**config.mk**
```make
export PLATFORM = sky130hd
export DESIGN_NAME = mc_control
export DESIGN_NICKNAME = d
export VERILOG_FILES = /design/src/rtl/mc_control_pkg.sv /design/src/rtl/mc_control.sv
export SDC_FILE = /design/constraint.sdc
export NUM_CORES = 1
export LEC_CHECK = 0
export ABC_AREA = 1
export BUFFER_PORTS_ARGS = -buffer_cell sky130_fd_sc_hd__buf_2
export CAP_MARGIN = 20
export CORE_ASPECT_RATIO = 1.1
export CORE_MARGIN = 3
export CORE_UTILIZATION = 44
export DETAILED_ROUTE_END_ITERATION = 8
export GPL_TIMING_DRIVEN = 1
export HOLD_SLACK_MARGIN = 0.15
export PLACE_DENSITY = 0.74
export SKIP_CTS_REPAIR_TIMING = 1
export SKIP_LAST_GASP = 1
export SLEW_MARGIN = 20
export SYNTH_ARGS = -nofsm -noshare
export SYNTH_HDL_FRONTEND = slang
export SYNTH_SLANG_ARGS = --single-unit
```
**constraint.sdc**
```tcl
create_clock -name clk -period 1.1 [get_ports clk]
set_clock_uncertainty 0.1 [all_clocks]
set_input_delay 0.055 -clock clk [delete_from_list [all_inputs] [get_ports clk]]
set_output_delay 0.055 -clock clk [all_outputs]
set_load 0.005 [all_outputs]
```
**src/rtl/mc_control_pkg.sv**
```systemverilog
// Shared encodings for the multicycle MIPS control path: decoder commands,
// datapath select codes and the control FSM state set.
package mc_control_pkg;

  localparam int CMD_W = 4;
  localparam int ST_W  = 4;

  // Command codes are shared with the instruction decoder; 12-15 are illegal.
  localparam logic [CMD_W-1:0] CMD_LW   = 4'd0;
  localparam logic [CMD_W-1:0] CMD_SW   = 4'd1;
  localparam logic [CMD_W-1:0] CMD_J    = 4'd2;
  localparam logic [CMD_W-1:0] CMD_JAL  = 4'd3;
  localparam logic [CMD_W-1:0] CMD_BEQ  = 4'd4;
  localparam logic [CMD_W-1:0] CMD_BNE  = 4'd5;
  localparam logic [CMD_W-1:0] CMD_XORI = 4'd6;
  localparam logic [CMD_W-1:0] CMD_ADDI = 4'd7;
  localparam logic [CMD_W-1:0] CMD_JR   = 4'd8;
  localparam logic [CMD_W-1:0] CMD_ADD  = 4'd9;
  localparam logic [CMD_W-1:0] CMD_SUB  = 4'd10;
  localparam logic [CMD_W-1:0] CMD_SLT  = 4'd11;

  localparam logic [1:0] ALU_ADD = 2'd0;
  localparam logic [1:0] ALU_SUB = 2'd1;
  localparam logic [1:0] ALU_XOR = 2'd2;
  localparam logic [1:0] ALU_SLT = 2'd3;

  localparam logic [1:0] SRCB_B       = 2'd0;
  localparam logic [1:0] SRCB_FOUR    = 2'd1;
  localparam logic [1:0] SRCB_SXI     = 2'd2;
  localparam logic [1:0] SRCB_SXI_SH2 = 2'd3;

  localparam logic [1:0] PC_ALU    = 2'd0;
  localparam logic [1:0] PC_ALUOUT = 2'd1;
  localparam logic [1:0] PC_JUMP   = 2'd2;
  localparam logic [1:0] PC_RS     = 2'd3;

  localparam logic [1:0] DST_RT = 2'd0;
  localparam logic [1:0] DST_RD = 2'd1;
  localparam logic [1:0] DST_RA = 2'd2;

  localparam logic [1:0] WB_ALUOUT = 2'd0;
  localparam logic [1:0] WB_MDR    = 2'd1;
  localparam logic [1:0] WB_PC     = 2'd2;

  typedef enum logic [ST_W-1:0] {
    ST_FETCH, ST_DECODE, ST_EXEC_R, ST_WB_R, ST_EXEC_I, ST_WB_I, ST_MEM_ADDR,
    ST_MEM_RD, ST_MEM_WB, ST_MEM_WR, ST_BRANCH, ST_JUMP, ST_JAL, ST_JR
  } state_t;

endpackage

```
**src/rtl/mc_control.sv**
```systemverilog
// Multicycle control FSM: steps the shared datapath through each instruction
// and handshakes with a variable-latency memory via mem_req/mem_ack.
module mc_control
  import mc_control_pkg::*;
(
  input  logic             clk,
  input  logic             reset,
  input  logic [CMD_W-1:0] cmd,
  input  logic             zero,
  input  logic             mem_ack,
  output logic             mem_req,
  output logic             mem_we,
  output logic             iord,
  output logic             ir_we,
  output logic             pc_we,
  output logic [1:0]       pc_src,
  output logic             alu_src_a,
  output logic [1:0]       alu_src_b,
  output logic [1:0]       alu_op,
  output logic             reg_we,
  output logic [1:0]       reg_dst,
  output logic [1:0]       wb_src,
  output logic             instr_done,
  output logic             illegal
);

  state_t           state, state_nxt;
  logic [CMD_W-1:0] cmd_q;

  always_ff @(posedge clk) begin
    if (reset) begin
      state <= ST_FETCH;
      cmd_q <= '0;
    end else begin
      state <= state_nxt;
      if (state == ST_DECODE)
        cmd_q <= cmd;
    end
  end

  // Outputs are forced to zero while reset is high so an in-flight
  // memory request is dropped in the reset cycle itself.
  always_comb begin
    mem_req    = 1'b0;
    mem_we     = 1'b0;
    iord       = 1'b0;
    ir_we      = 1'b0;
    pc_we      = 1'b0;
    pc_src     = PC_ALU;
    alu_src_a  = 1'b0;
    alu_src_b  = SRCB_B;
    alu_op     = ALU_ADD;
    reg_we     = 1'b0;
    reg_dst    = DST_RT;
    wb_src     = WB_ALUOUT;
    instr_done = 1'b0;
    illegal    = 1'b0;
    state_nxt  = state;
    if (!reset) begin
      case (state)
        ST_FETCH: begin
          mem_req   = 1'b1;
          alu_src_b = SRCB_FOUR;
          ir_we     = mem_ack;
          pc_we     = mem_ack;
          if (mem_ack)
            state_nxt = ST_DECODE;
        end
        ST_DECODE: begin
          alu_src_b = SRCB_SXI_SH2;
          case (cmd)
            CMD_LW, CMD_SW:           state_nxt = ST_MEM_ADDR;
            CMD_ADD, CMD_SUB, CMD_SLT: state_nxt = ST_EXEC_R;
            CMD_ADDI, CMD_XORI:       state_nxt = ST_EXEC_I;
            CMD_BEQ, CMD_BNE:         state_nxt = ST_BRANCH;
            CMD_J:                    state_nxt = ST_JUMP;
            CMD_JAL:                  state_nxt = ST_JAL;
            CMD_JR:                   state_nxt = ST_JR;
            default: begin
              illegal    = 1'b1;
              instr_done = 1'b1;
              state_nxt  = ST_FETCH;
            end
          endcase
        end
        ST_EXEC_R: begin
          alu_src_a = 1'b1;
          alu_src_b = SRCB_B;
          case (cmd_q)
            CMD_SUB: alu_op = ALU_SUB;
            CMD_SLT: alu_op = ALU_SLT;
            default: alu_op = ALU_ADD;
          endcase
          state_nxt = ST_WB_R;
        end
        ST_WB_R: begin
          reg_we     = 1'b1;
          reg_dst    = DST_RD;
          wb_src     = WB_ALUOUT;
          instr_done = 1'b1;
          state_nxt  = ST_FETCH;
        end
        ST_EXEC_I: begin
          alu_src_a = 1'b1;
          alu_src_b = SRCB_SXI;
          alu_op    = (cmd_q == CMD_XORI) ? ALU_XOR : ALU_ADD;
          state_nxt = ST_WB_I;
        end
        ST_WB_I: begin
          reg_we     = 1'b1;
          reg_dst    = DST_RT;
          wb_src     = WB_ALUOUT;
          instr_done = 1'b1;
          state_nxt  = ST_FETCH;
        end
        ST_MEM_ADDR: begin
          alu_src_a = 1'b1;
          alu_src_b = SRCB_SXI;
          state_nxt = (cmd_q == CMD_LW) ? ST_MEM_RD : ST_MEM_WR;
        end
        ST_MEM_RD: begin
          mem_req = 1'b1;
          iord    = 1'b1;
          if (mem_ack)
            state_nxt = ST_MEM_WB;
        end
        ST_MEM_WB: begin
          reg_we     = 1'b1;
          reg_dst    = DST_RT;
          wb_src     = WB_MDR;
          instr_done = 1'b1;
          state_nxt  = ST_FETCH;
        end
        ST_MEM_WR: begin
          mem_req = 1'b1;
          mem_we  = 1'b1;
          iord    = 1'b1;
          if (mem_ack) begin
            instr_done = 1'b1;
            state_nxt  = ST_FETCH;
          end
        end
        ST_BRANCH: begin
          alu_src_a  = 1'b1;
          alu_src_b  = SRCB_B;
          alu_op     = ALU_SUB;
          pc_src     = PC_ALUOUT;
          pc_we      = (cmd_q == CMD_BNE) ? !zero : zero;
          instr_done = 1'b1;
          state_nxt  = ST_FETCH;
        end
        ST_JUMP: begin
          pc_we      = 1'b1;
          pc_src     = PC_JUMP;
          instr_done = 1'b1;
          state_nxt  = ST_FETCH;
        end
        ST_JAL: begin
          reg_we     = 1'b1;
          reg_dst    = DST_RA;
          wb_src     = WB_PC;
          pc_we      = 1'b1;
          pc_src     = PC_JUMP;
          instr_done = 1'b1;
          state_nxt  = ST_FETCH;
        end
        ST_JR: begin
          pc_we      = 1'b1;
          pc_src     = PC_RS;
          instr_done = 1'b1;
          state_nxt  = ST_FETCH;
        end
        default: state_nxt = ST_FETCH;
      endcase
    end
  end

endmodule

```
# --- Word-level counts from Yosys, hierarchy flattened ---
# Index checks and enable logic that the tools add are counted.
word_totals:
  ff_bits: 8
  in_bits: 8
  word_cells: 90
  out_inout_bits: 19
op_classes:
  reduce_logical: 18
  n_mux: 39
  eq_ne: 31
op_table:
  columns: ["op", "n"]
  rows:
  - ["$pmux W4 S7", 2]
  - ["$eq A4 B4 Y1 const B", 12]
  - ["$eq A4 B3 Y1 const B", 10]
  - ["$mux W1", 19]
  - ["$pmux W2 S3", 3]
  - ["$eq A4 B2 Y1 const B", 4]
  - ["$mux W4", 4]
  - ["$logic_not A4 Y1", 3]
  - ["$mux W2", 6]
  - ["$pmux W2 S2", 3]
  - ["$reduce_or A12 Y1", 1]
  - ["$reduce_or A2 Y1", 6]
  - ["$reduce_or A3 Y1", 3]
  - ["$eq A4 B1 Y1 const B", 2]
  - ["$reduce_or A4 Y1", 2]
  - ["$reduce_or A7 Y1", 1]
  - ["$ne A2 B2 Y1 const B", 3]
  - ["$pmux W1 S3", 2]
  - ["$reduce_and A3 Y1", 1]
  - ["$logic_not A1 Y1", 1]

# --- Longest topological paths before layout ---
# Gate-level depths: netlist of the first run.
logic_depth:
  depth_word: 5
  ltp_mapped: 9
  ltp_nobuf: 9

# --- Worst setup path before layout of the first run ---
# No wires, ideal clock.
synth_timing:
  path_kind: "reg2reg"
  start: "register state[0]"
  end: "register state[3]"
  setup_time_ns: 0.070
  path_buffers: 1
  synth_period_minus_slack_ns: 1.214
  arrival_time_ns: 1.043
  required_time_ns: 0.930
  path_slack_ns: -0.114
  stages_incl_launch_ff: 9
  cell_sequence: "dfxtp_1 -> buf_6 -> nor2_1 -> nand2_1 -> nand3_2 -> nand2_2 -> inv_2 -> nand2_1 -> a21oi_1"
synth_between:
  elab_chain_len: 3
  elab_cells_between_ends: 12
  cone_classes: "eq/ne (9); mux (1); reduce/logical (2)"
synth_rtl:
  columns: ["item", "line", "source"]
  rows:
  - ["start, declared", "mc_control.sv:27", "state_t state, state_nxt;"]
  - ["start signal, assigned", "mc_control.sv:35", "state <= state_nxt;"]
  - ["$eq A4 B3 Y1 (tied with other cells)", "mc_control.sv:60", "case (state)"]
  - ["$ne A2 B2 Y1 (no source line)", null, null]
  - ["$reduce_and A3 Y1 (no source line)", null, null]
# Several ways; a longest one is shown, not always the timed one.
# A chain may end at the register's enable or synchronous reset.

# --- Worst setup path after layout of the first run ---
layout_timing:
  start: "register state[2]"
  end: "output port alu_op[1]"
layout_between:
  elab_chain_len: 3
  elab_cells_between_ends: 5
  cone_classes: "eq/ne (3); mux (2)"
layout_rtl:
  columns: ["item", "line", "source"]
  rows:
  - ["$eq A4 B4 Y1 (tied with other cells)", "mc_control.sv:60", null]
  - ["$pmux W2 S3 (*)", "mc_control.sv:60", null]
  - ["$mux W2 (*)", "mc_control.sv:59", "if (!reset) begin"]
  - ["end, declared", "mc_control.sv:19", "output logic [1:0] alu_op,"]
# Mark *: on every way between the ends. The rest lies on a longest branch, timed or not.

==> run summary, run 1 <==
total power - 1.584 mW
clk sinks - 8
pre-CTS WS - -307.3 ps
Yosys top cell area share - 20.48%
Initial Util - 48.45%
stages on the worst setup path - 7
clock tree buffer depth - 2
Worst Path Buf+Inv - 2
post-synthesis sequential area ratio - 20.48%
post-synthesis cell type count - 22
# DRC - 0
fin nets - 215
Core ar. - 0.001614 mm²
capturing point of the worst reg2reg path - cmd_q[3]$_SDFFE_PP0P_
Tmin final - 1728 ps
Root Driver - clkbuf_4
pin count of the biggest net entering global routing - 15
Syn Nets - 152
critical path, cell by cell - nor2_4 -> nand2_1 -> inv_2 -> nand4_1 -> o22ai_1 -> and2_1 -> buf_2
Die Ht - 50.22 µm
IO Count - 27
Fin. Hold Viols - 0
hold_sp - reset
Ys Warns - 0
initial antenna violation count - 0
worst-path fanout max - 5
CP Capture Type - primary output
PortBufs - 26
Hold Crit Class - in2reg
Reg clk slew, reported paths - 60 ps
Avg Cell Area, Syn - 5.431 µm²
DIE AREA - 0.002320 mm²
RSZ-0062 raised after global routing - true
Rows - 15
DRT Pass-1 Iters - 5
Cells after Synth - 144
status - complete, but fails checks
first-pass GRT wire length - 4084 µm
GR Overflow Total - 0
FF-to-FF path depth - 8
Leak Pwr - 0.7872 nW
fraction of layout cells with a size suffix above 1 - 52.43%
placed insts - 205
GP Congestion - 0.8413
final setup violating endpoints - 27
mapped cell area - 782.0 µm²
cell taking the most area after synthesis - dfxtp_1
CP peak stage delay - 380 ps
estimated wirelength of the detail-placed design - 1973 µm
Via density - 5.919
Worst Tran Pin Value - 400.2 ps
Reg-to-Reg Start - state[2]$_SDFFE_PP0P_
Total Routing Usage GR - 23.15%
Power Density - 1095 mW/mm²
Crit-path slowest cell - dfxtp_4
DRT iter0 DRCs - 82
Final Util - 89.61%
delay-heaviest family, CP - simple AND/OR/NAND/NOR gates
FF+latch count, synth - 8
Slew HR - 73.29%
TritonCTS clock tree - built
Hold EP - state[0]$_SDFFE_PP0P_
CP Launch Type - flop
depth of the CTS H-tree - 1
final worst slack - -628.5 ps
total CTS buffers - 3
clock latency on the worst-skew pair - 260 ps
Final Cycle Share - 157.1%
hold depth - 3
Area Overhead vs Synth - 84.96%
failing checks - setup timing
final non-filler cell total - 223
data arrival time of the worst path - 1570 ps
r2r setup slk - -410 ps
max capacitance violation total - 0
VDD IR max - 0.9280 mV
final WL - 3792 µm
Avg WL per Cell - 17.00 µm
top cells by area, synth - dfxtp_1 20%, nand2_1 15%, nor2_1 10%
Via Count - 1320
vias in the first global route - 1031
Ant. Diodes - 0
required time of the critical path - 940 ps
DIE WIDTH - 46.20 µm
final slew viol count - 0
Worst Setup Path Type - reg2out
Antenna Nets Post-Route - 0
maximum clock rate - 578.6 MHz
-- cell families after synthesis --
logic type	Yosys count	synth area share, %
DFF	8	20.48
and+or+nand+nor	78	45.28
buffers and inverters	30	15.68
AOI/OAI and AO/OA	28	18.56
-- cell usage in the layout (no fill, tap or decap), types with 5 or more instances in the layout --
| master | count |
|---|---|
| a21oi_1 | 9 |
| a21oi_2 | 6 |
| buf_2 | 26 |
| buf_4 | 18 |
| buf_6 | 12 |
| inv_1 | 17 |
| inv_2 | 6 |
| nand2_1 | 25 |
| nand2_2 | 6 |
| nand2_4 | 5 |
| nand3_1 | 7 |
| nor2_1 | 18 |
| nor2_4 | 5 |
| o21ai_2 | 5 |
-- stage by stage --
step,area [µm²],setup TNS [ps],hold slack (ps)
after floorplan,832.0,-261.6,130.5
after global placement,1135,-4152,282.3
after detailed placement,1135,-4903,296.6
after CTS,1161,-10550,30.56
after global routing,1446,-12500,205.8
final,1446,-11090,181.3
-- state kept, by name, summed over array words and instances, names as in the netlist --
| name | cells |
|---|---|
| cmd_q | 4 |
| state | 4 |
-- cell type report --
type,count,area (µm²)
multi-input combinational,106,646.9
inverter,27,116.4
clock buffer,4,26.28
tap,17,21.27
sequential,8,175.2
timing repair buffer,61,460.4
fill,89,167.7
-- synthesized netlist by cell type --
cell type,n
inv_2,6
nand3_2,1
nand2_2,4
nand4_1,2
nor4_1,2
inv_4,1
dfxtp_1,8
buf_6,1
a31oi_1,3
nor3_1,1
o22ai_1,1
and2_1,1
a21oi_1,15
nand3_1,11
o21ai_0,5
nor2_1,21
nand2_1,32
inv_1,20
nor2_2,1
clkbuf_1,2
o21ai_1,4
nor2_4,2
-- tightest hold or removal path, delay by kind of cell --
kind | cells | cell delay (ps)
buffers and inverters | 2 | 390
AOI/OAI and AO/OA | 1 | 50
-- power breakdown --
group	leakage, nW	internal (mW)	switching, mW	total, mW
Clock	0.0150	0.139	0.105	0.244
Sequential	0.0686	0.339	0.0699	0.409
Combinational	0.704	0.432	0.499	0.932
-- how the worst max path moves through the flow --
stage	slack (ps)	endpoint	start
5_1_grt	-660	alu_op[1]	state[1]$_SDFFE_PP0P_
3_5_place_dp	-310	instr_done	state[0]$_SDFFE_PP0P_
3_3_place_gp	-260	instr_done	state[0]$_SDFFE_PP0P_
4_1_cts	-590	instr_done	state[0]$_SDFFE_PP0P_
6_report	-630	alu_op[1]	state[2]$_SDFFE_PP0P_
2_1_floorplan	-50	state[3]$_SDFFE_PP0P_	state[0]$_SDFFE_PP0P_
-- per-layer routing --
metal / vias up / GRT usage, % / part of all wire, %
li1: 590 / - / -
met1: 604 / 27.19 / 37
met2: 101 / 40.83 / 51
met3: 25 / 1.434 / 7.4
met4: 0 / 10.43 / 4.6
met5: - / 0 / 0
(Power assumes the default switching activity.)
==> run 2, diff against run 1 <==
Clock period 1.1 ns to 1.5 ns, I/O delays scaled along.
==> run summary, run 2 (synthesized netlist as in run 1, its figures left out) <==
status - complete, but fails checks (unchanged)
failing checks - setup timing (unchanged)
Initial Util - 48.45% (unchanged)
final setup violating endpoints - 7 (was 27)
Ant. Diodes - 0 (unchanged)
final slew viol count - 0 (unchanged)
final WL - 2575 µm (was 3792 µm)
DIE WIDTH - 46.20 µm (unchanged)
Worst Setup Path Type - reg2out (unchanged)
Fin. Hold Viols - 0 (unchanged)
CP dominant cell by count - nand2_1
fin nets - 195 (was 215)
TritonCTS clock tree - built (unchanged)
CP Capture Type - primary output (unchanged)
Worst Path Buf+Inv - 4 (was 2)
Final Cycle Share - 110.6%
Reg clk slew, reported paths - 50 ps (was 60 ps)
final non-filler cell total - 202 (was 223)
total CTS buffers - 3 (unchanged)
maximum clock rate - 602.7 MHz
Power Density - 804.7 mW/mm² (was 1095 mW/mm²)
area of the multi-input gates - 565.5 µm² (was 646.9 µm²)
critical path, cell by cell - inv_4 -> nand2_1 -> inv_2 -> buf_12 -> nand2_1 -> nand3_1 -> nor2_1 -> a31oi_1 -> buf_2 (was nor2_4 -> nand2_1 -> inv_2 -> nand4_1 -> o22ai_1 -> and2_1 -> buf_2)
worst-path fanout max - 7 (was 5)
VDD IR max - 0.5325 mV (was 0.9280 mV)
Root Driver - clkbuf_4 (unchanged)
largest registers - cmd_q: 4 flops, state: 4 flops (unchanged)
Via Count - 1099 (was 1320)
depth of the CTS H-tree - 1 (unchanged)
CP peak stage delay - 400 ps (was 380 ps)
# DRC - 0 (unchanged)
total power - 0.9384 mW (was 1.584 mW)
required time of the critical path - 1320 ps (was 940 ps)
Tmin final - 1659 ps
delay-heaviest family, CP - flip-flops (was simple AND/OR/NAND/NOR gates)
pin count of the biggest net entering global routing - 14 (was 15)
first-pass GRT wire length - 3381 µm (was 4084 µm)
Hold Crit Class - in2reg (unchanged)
Avg WL per Cell - 12.75 µm (was 17.00 µm)
GR Overflow Total - 0 (unchanged)
DRT Pass-1 Iters - 4 (was 5)
most frequent cells in the layout - 28 x nand2_1, 26 x buf_2, 20 x inv_1 (was 26 x buf_2, 25 x nand2_1, 18 x nor2_1, 18 x buf_4, 17 x inv_1)
fraction of layout cells with a size suffix above 1 - 38.38% (was 52.43%)
clock latency on the worst-skew pair - 250 ps (was 260 ps)
PortBufs - 26 (unchanged)
clock tree buffer depth - 2 (unchanged)
placed insts - 186 (was 205)
DIE AREA - 0.002320 mm² (unchanged)
GP Congestion - 0.8943 (was 0.8413)
Rows - 15 (unchanged)
Total Routing Usage GR - 19.39% (was 23.15%)
estimated wirelength of the detail-placed design - 1667 µm (was 1973 µm)
final worst slack - -159.1 ps (was -628.5 ps)
Worst Tran Pin Value - 361.6 ps (was 400.2 ps)
max capacitance violation total - 0 (unchanged)
Via density - 5.441 (was 5.919)
CP Launch Type - flop (unchanged)
Leak Pwr - 0.6395 nW (was 0.7872 nW)
RSZ-0062 raised after global routing - true (unchanged)
initial antenna violation count - 0 (unchanged)
Crit-path slowest cell - dfxtp_4 (unchanged)
Slew HR - 75.67% (was 73.29%)
Sequential Area - 175.2 µm² (unchanged)
Die Ht - 50.22 µm (unchanged)
IO Count - 27 (unchanged)
clk sinks - 8 (unchanged)
DRT iter0 DRCs - 40 (was 82)
Core ar. - 0.001614 mm² (unchanged)
Area Overhead vs Synth - 49.12% (was 84.96%)
Antenna Nets Post-Route - 0 (unchanged)
data arrival time of the worst path - 1480 ps (was 1570 ps)
vias in the first global route - 858 (was 1031)
Fillers - 140 (was 89)
commonest non-fill, non-tap cell in the layout - nand2_1 (was buf_2)
-- run 2: worst paths after layout --
check / cells after the start / startpoint / endpoint / slack (ps)
setup / recovery: 9 / state[1]$_SDFFE_PP0P_ / instr_done / -160
hold reg to reg: 2 / cmd_q[3]$_SDFFE_PP0P_ / cmd_q[3]$_SDFFE_PP0P_ / 400
setup reg to reg: 11 / state[1]$_SDFFE_PP0P_ / state[3]$_SDFFE_PP0P_ / 20
hold / removal: 4 / reset / state[2]$_SDFFE_PP0P_ / 180
-- run 2: metrics by stage --
step           hold WS, ps  instance area [µm²]  setup WS, ps  utilization, %  TNS [ps]
6_report             178.8                 1166        -159.1           72.25    -513.0
3_3_place_gp         226.2                929.6         45.05           57.60         0
3_5_place_dp         232.1                929.6         35.62           57.60         0
5_1_grt              209.1                 1166        -213.0           72.25     -1253
2_1_floorplan        155.4                782.0         286.2               -         0
4_1_cts             -29.27                952.2        -237.1           58.99     -1186
-- run 2: routing by layer --
| layer | routed length [µm] | GRT usage [%] | part of all wire, % | up-vias |
|---|---|---|---|---|
| li1 | - | - | - | 541 |
| met1 | 943 | 23.19 | 37 | 494 |
| met2 | 1341 | 33.26 | 52 | 54 |
| met3 | 191 | 2.151 | 7.4 | 10 |
| met4 | 99 | 8.531 | 3.8 | 0 |
| met5 | 0 | 0 | 0 | - |
-- run 2: tightest hold or removal path, cell delays in order --
cell	delay (ps)
buf_2	130
inv_1	150
nand2_1	100
inv_1	30
-- run 2: power by group --
| part | switching [mW] | internal (mW) | leakage, nW |
|---|---|---|---|
| combinational | 0.262 | 0.218 | 0.557 |
| sequential | 0.0499 | 0.248 | 0.0686 |
| clock | 0.0694 | 0.0913 | 0.0138 |
| total | 0.381 | 0.557 | 0.640 |
-- run 2: final cells by class --
class / instances / area share [%]
Inverter: 27 / 9.120
Sequential cell: 8 / 15.02
Clock buffer: 3 / 1.931
Tap cell: 17 / 1.824
Multi-Input combinational cell: 106 / 48.50
Timing Repair Buffer: 41 / 23.61
==> run 3, diff against run 2 <==
Settings changed: CORE_UTILIZATION 44 to 48, PLACE_DENSITY 0.74 to 0.81.
Clock period 1.5 ns to 1.6 ns, I/O delays scaled along.
==> run summary, run 3 (synthesized netlist as in run 1, its figures left out) <==
status - finished clean (was complete, but fails checks)
IO Count - 27 (unchanged)
Fillers - 120 (was 140)
Reg clk slew, reported paths - 50 ps (about the same)
hold_sp - reset (unchanged)
initial antenna violation count - 0 (unchanged)
Avg WL per Cell - 11.78 µm (was 12.75 µm)
Initial Util - 53.79% (was 48.45%)
TritonCTS clock tree - built (unchanged)
final non-filler cell total - 195 (was 202)
commonest non-fill, non-tap cell in the layout - nand2_1 (unchanged)
CP Launch Type - flop (unchanged)
FF-to-FF path depth - 10 (was 11)
DRT Pass-1 Iters - 4 (unchanged)
placed insts - 183 (was 186)
Worst Setup SP - state[1]$_SDFFE_PP0P_ (unchanged)
final slew viol count - 0 (unchanged)
maximum clock rate - 629.7 MHz
r2r setup slk - 230 ps (was 20 ps)
VDD IR max - 0.5374 mV (was 0.5325 mV)
Final Cycle Share - 99.26%
GP Congestion - 0.8684 (was 0.8943)
required time of the critical path - 1420 ps (was 1320 ps)
Via Count - 1034 (was 1099)
Core ar. - 0.001454 mm² (was 0.001614 mm²)
Ant. Diodes - 0 (unchanged)
DIE AREA - 0.002150 mm² (was 0.002320 mm²)
vias in the first global route - 887 (was 858)
estimated wirelength of the detail-placed design - 1685 µm (was 1667 µm)
RSZ-0062 raised after global routing - true (unchanged)
first-pass GRT wire length - 3374 µm (was 3381 µm)
Root Driver - clkbuf_4 (unchanged)
fraction of layout cells with a size suffix above 1 - 32.40% (was 38.38%)
Total Routing Usage GR - 20.20% (was 19.39%)
GR Overflow Total - 0 (unchanged)
Area Overhead vs Synth - 37.28% (was 49.12%)
Leak Pwr - 0.6014 nW (was 0.6395 nW)
Tmin final - 1588 ps
most frequent cells in the layout - 30 x nand2_1, 26 x buf_2, 20 x inv_1 (was 28 x nand2_1, 26 x buf_2, 20 x inv_1)
depth of the CTS H-tree - 1 (unchanged)
total CTS buffers - 3 (unchanged)
Antenna Nets Post-Route - 0 (unchanged)
clock latency on the worst-skew pair - 250 ps (about the same)
Hold Crit Class - in2reg (unchanged)
DIE WIDTH - 44.49 µm (was 46.20 µm)
Via density - 5.303 (was 5.441)
Worst Setup Path Type - reg2out (unchanged)
# DRC - 0 (unchanged)
largest registers - cmd_q: 4 flops, state: 4 flops (unchanged)
fin nets - 189 (was 195)
CP Capture Type - primary output (unchanged)
final setup TNS - 0 ps (was -513.0 ps)
Critical Path Sink - alu_op[1] (was instr_done)
clk sinks - 8 (unchanged)
Fin. Hold Viols - 0 (unchanged)
PortBufs - 26 (unchanged)
pin count of the biggest net entering global routing - 20 (was 14)
Slew HR - 78.13% (was 75.67%)
clock tree buffer depth - 2 (unchanged)
Power Density - 729.4 mW/mm² (was 804.7 mW/mm²)
capturing point of the worst reg2reg path - state[0]$_SDFFE_PP0P_ (was state[3]$_SDFFE_PP0P_)
Rows - 14 (was 15)
data arrival time of the worst path - 1410 ps (was 1480 ps)
worst-path fanout max - 7 (unchanged)
total power - 0.7830 mW (was 0.9384 mW)
Reg-to-Reg Start - state[1]$_SDFFE_PP0P_ (unchanged)
final WL - 2297 µm (was 2575 µm)
max capacitance violation total - 0 (unchanged)
Worst Tran Pin Value - 325.0 ps (was 361.6 ps)
DRT iter0 DRCs - 28 (was 40)
final setup violating endpoints - 0 (was 7)
Die Ht - 48.33 µm (was 50.22 µm)
==> run 3: layout make-up <==
cell class / count / area, µm² / area share (%)
clock buffer: 3 / 22.52 / 2.098
inverter: 27 / 108.9 / 10.14
multi-input combinational: 106 / 533.0 / 49.65
sequential: 8 / 175.2 / 16.32
tap: 16 / 20.02 / 1.865
timing repair buffer: 35 / 214.0 / 19.93
==> run 3: how the worst min path moves through the flow <==
stage	to	cells past startpoint
floorplan	cmd_q[1]$_SDFFE_PP0P_	2
global placement	cmd_q[1]$_SDFFE_PP0P_	3
detailed placement	cmd_q[2]$_SDFFE_PP0P_	3
CTS	cmd_q[2]$_SDFFE_PP0P_	3
global route	state[3]$_SDFFE_PP0P_	2
finish	state[3]$_SDFFE_PP0P_	2
==> run 3: metrics by stage <==
step                      setup slack (ps)  instance area [µm²]  util [%]  hold WS, ps
after floorplan                      386.2                782.0         -        160.4
after global placement               168.8                913.4     62.82        327.0
after detailed placement             112.4                913.4     62.82        327.2
after CTS                           -177.3                935.9     64.37        58.56
after global routing                -109.9                 1074     73.84        163.4
final                                11.84                 1074     73.84        139.9
==> run 3: power by group <==
part           internal (mW)  switching [mW]
Sequential             0.233          0.0465
Clock                 0.0855          0.0643
Combinational          0.142           0.211
Total                  0.461           0.322
==> run 3: routing by layer <==
metal / GRT usage [%] / up-vias / share of wire [%]
li1: - / 530 / -
met2: 33.25 / 45 / 49
met5: 0 / - / 0
met4: 14.07 / 0 / 3.1
met1: 23.20 / 449 / 40
met3: 2.222 / 10 / 7.4
==> run 3: critical path, stage by stage, from the launching register on <==
cell and delay (ps):
dfxtp_4 400, inv_4 50, nor2_4 110, nand2_2 70, inv_2 60, nand4_1 90, o22ai_1 130, and2_1 130
buf_2 100
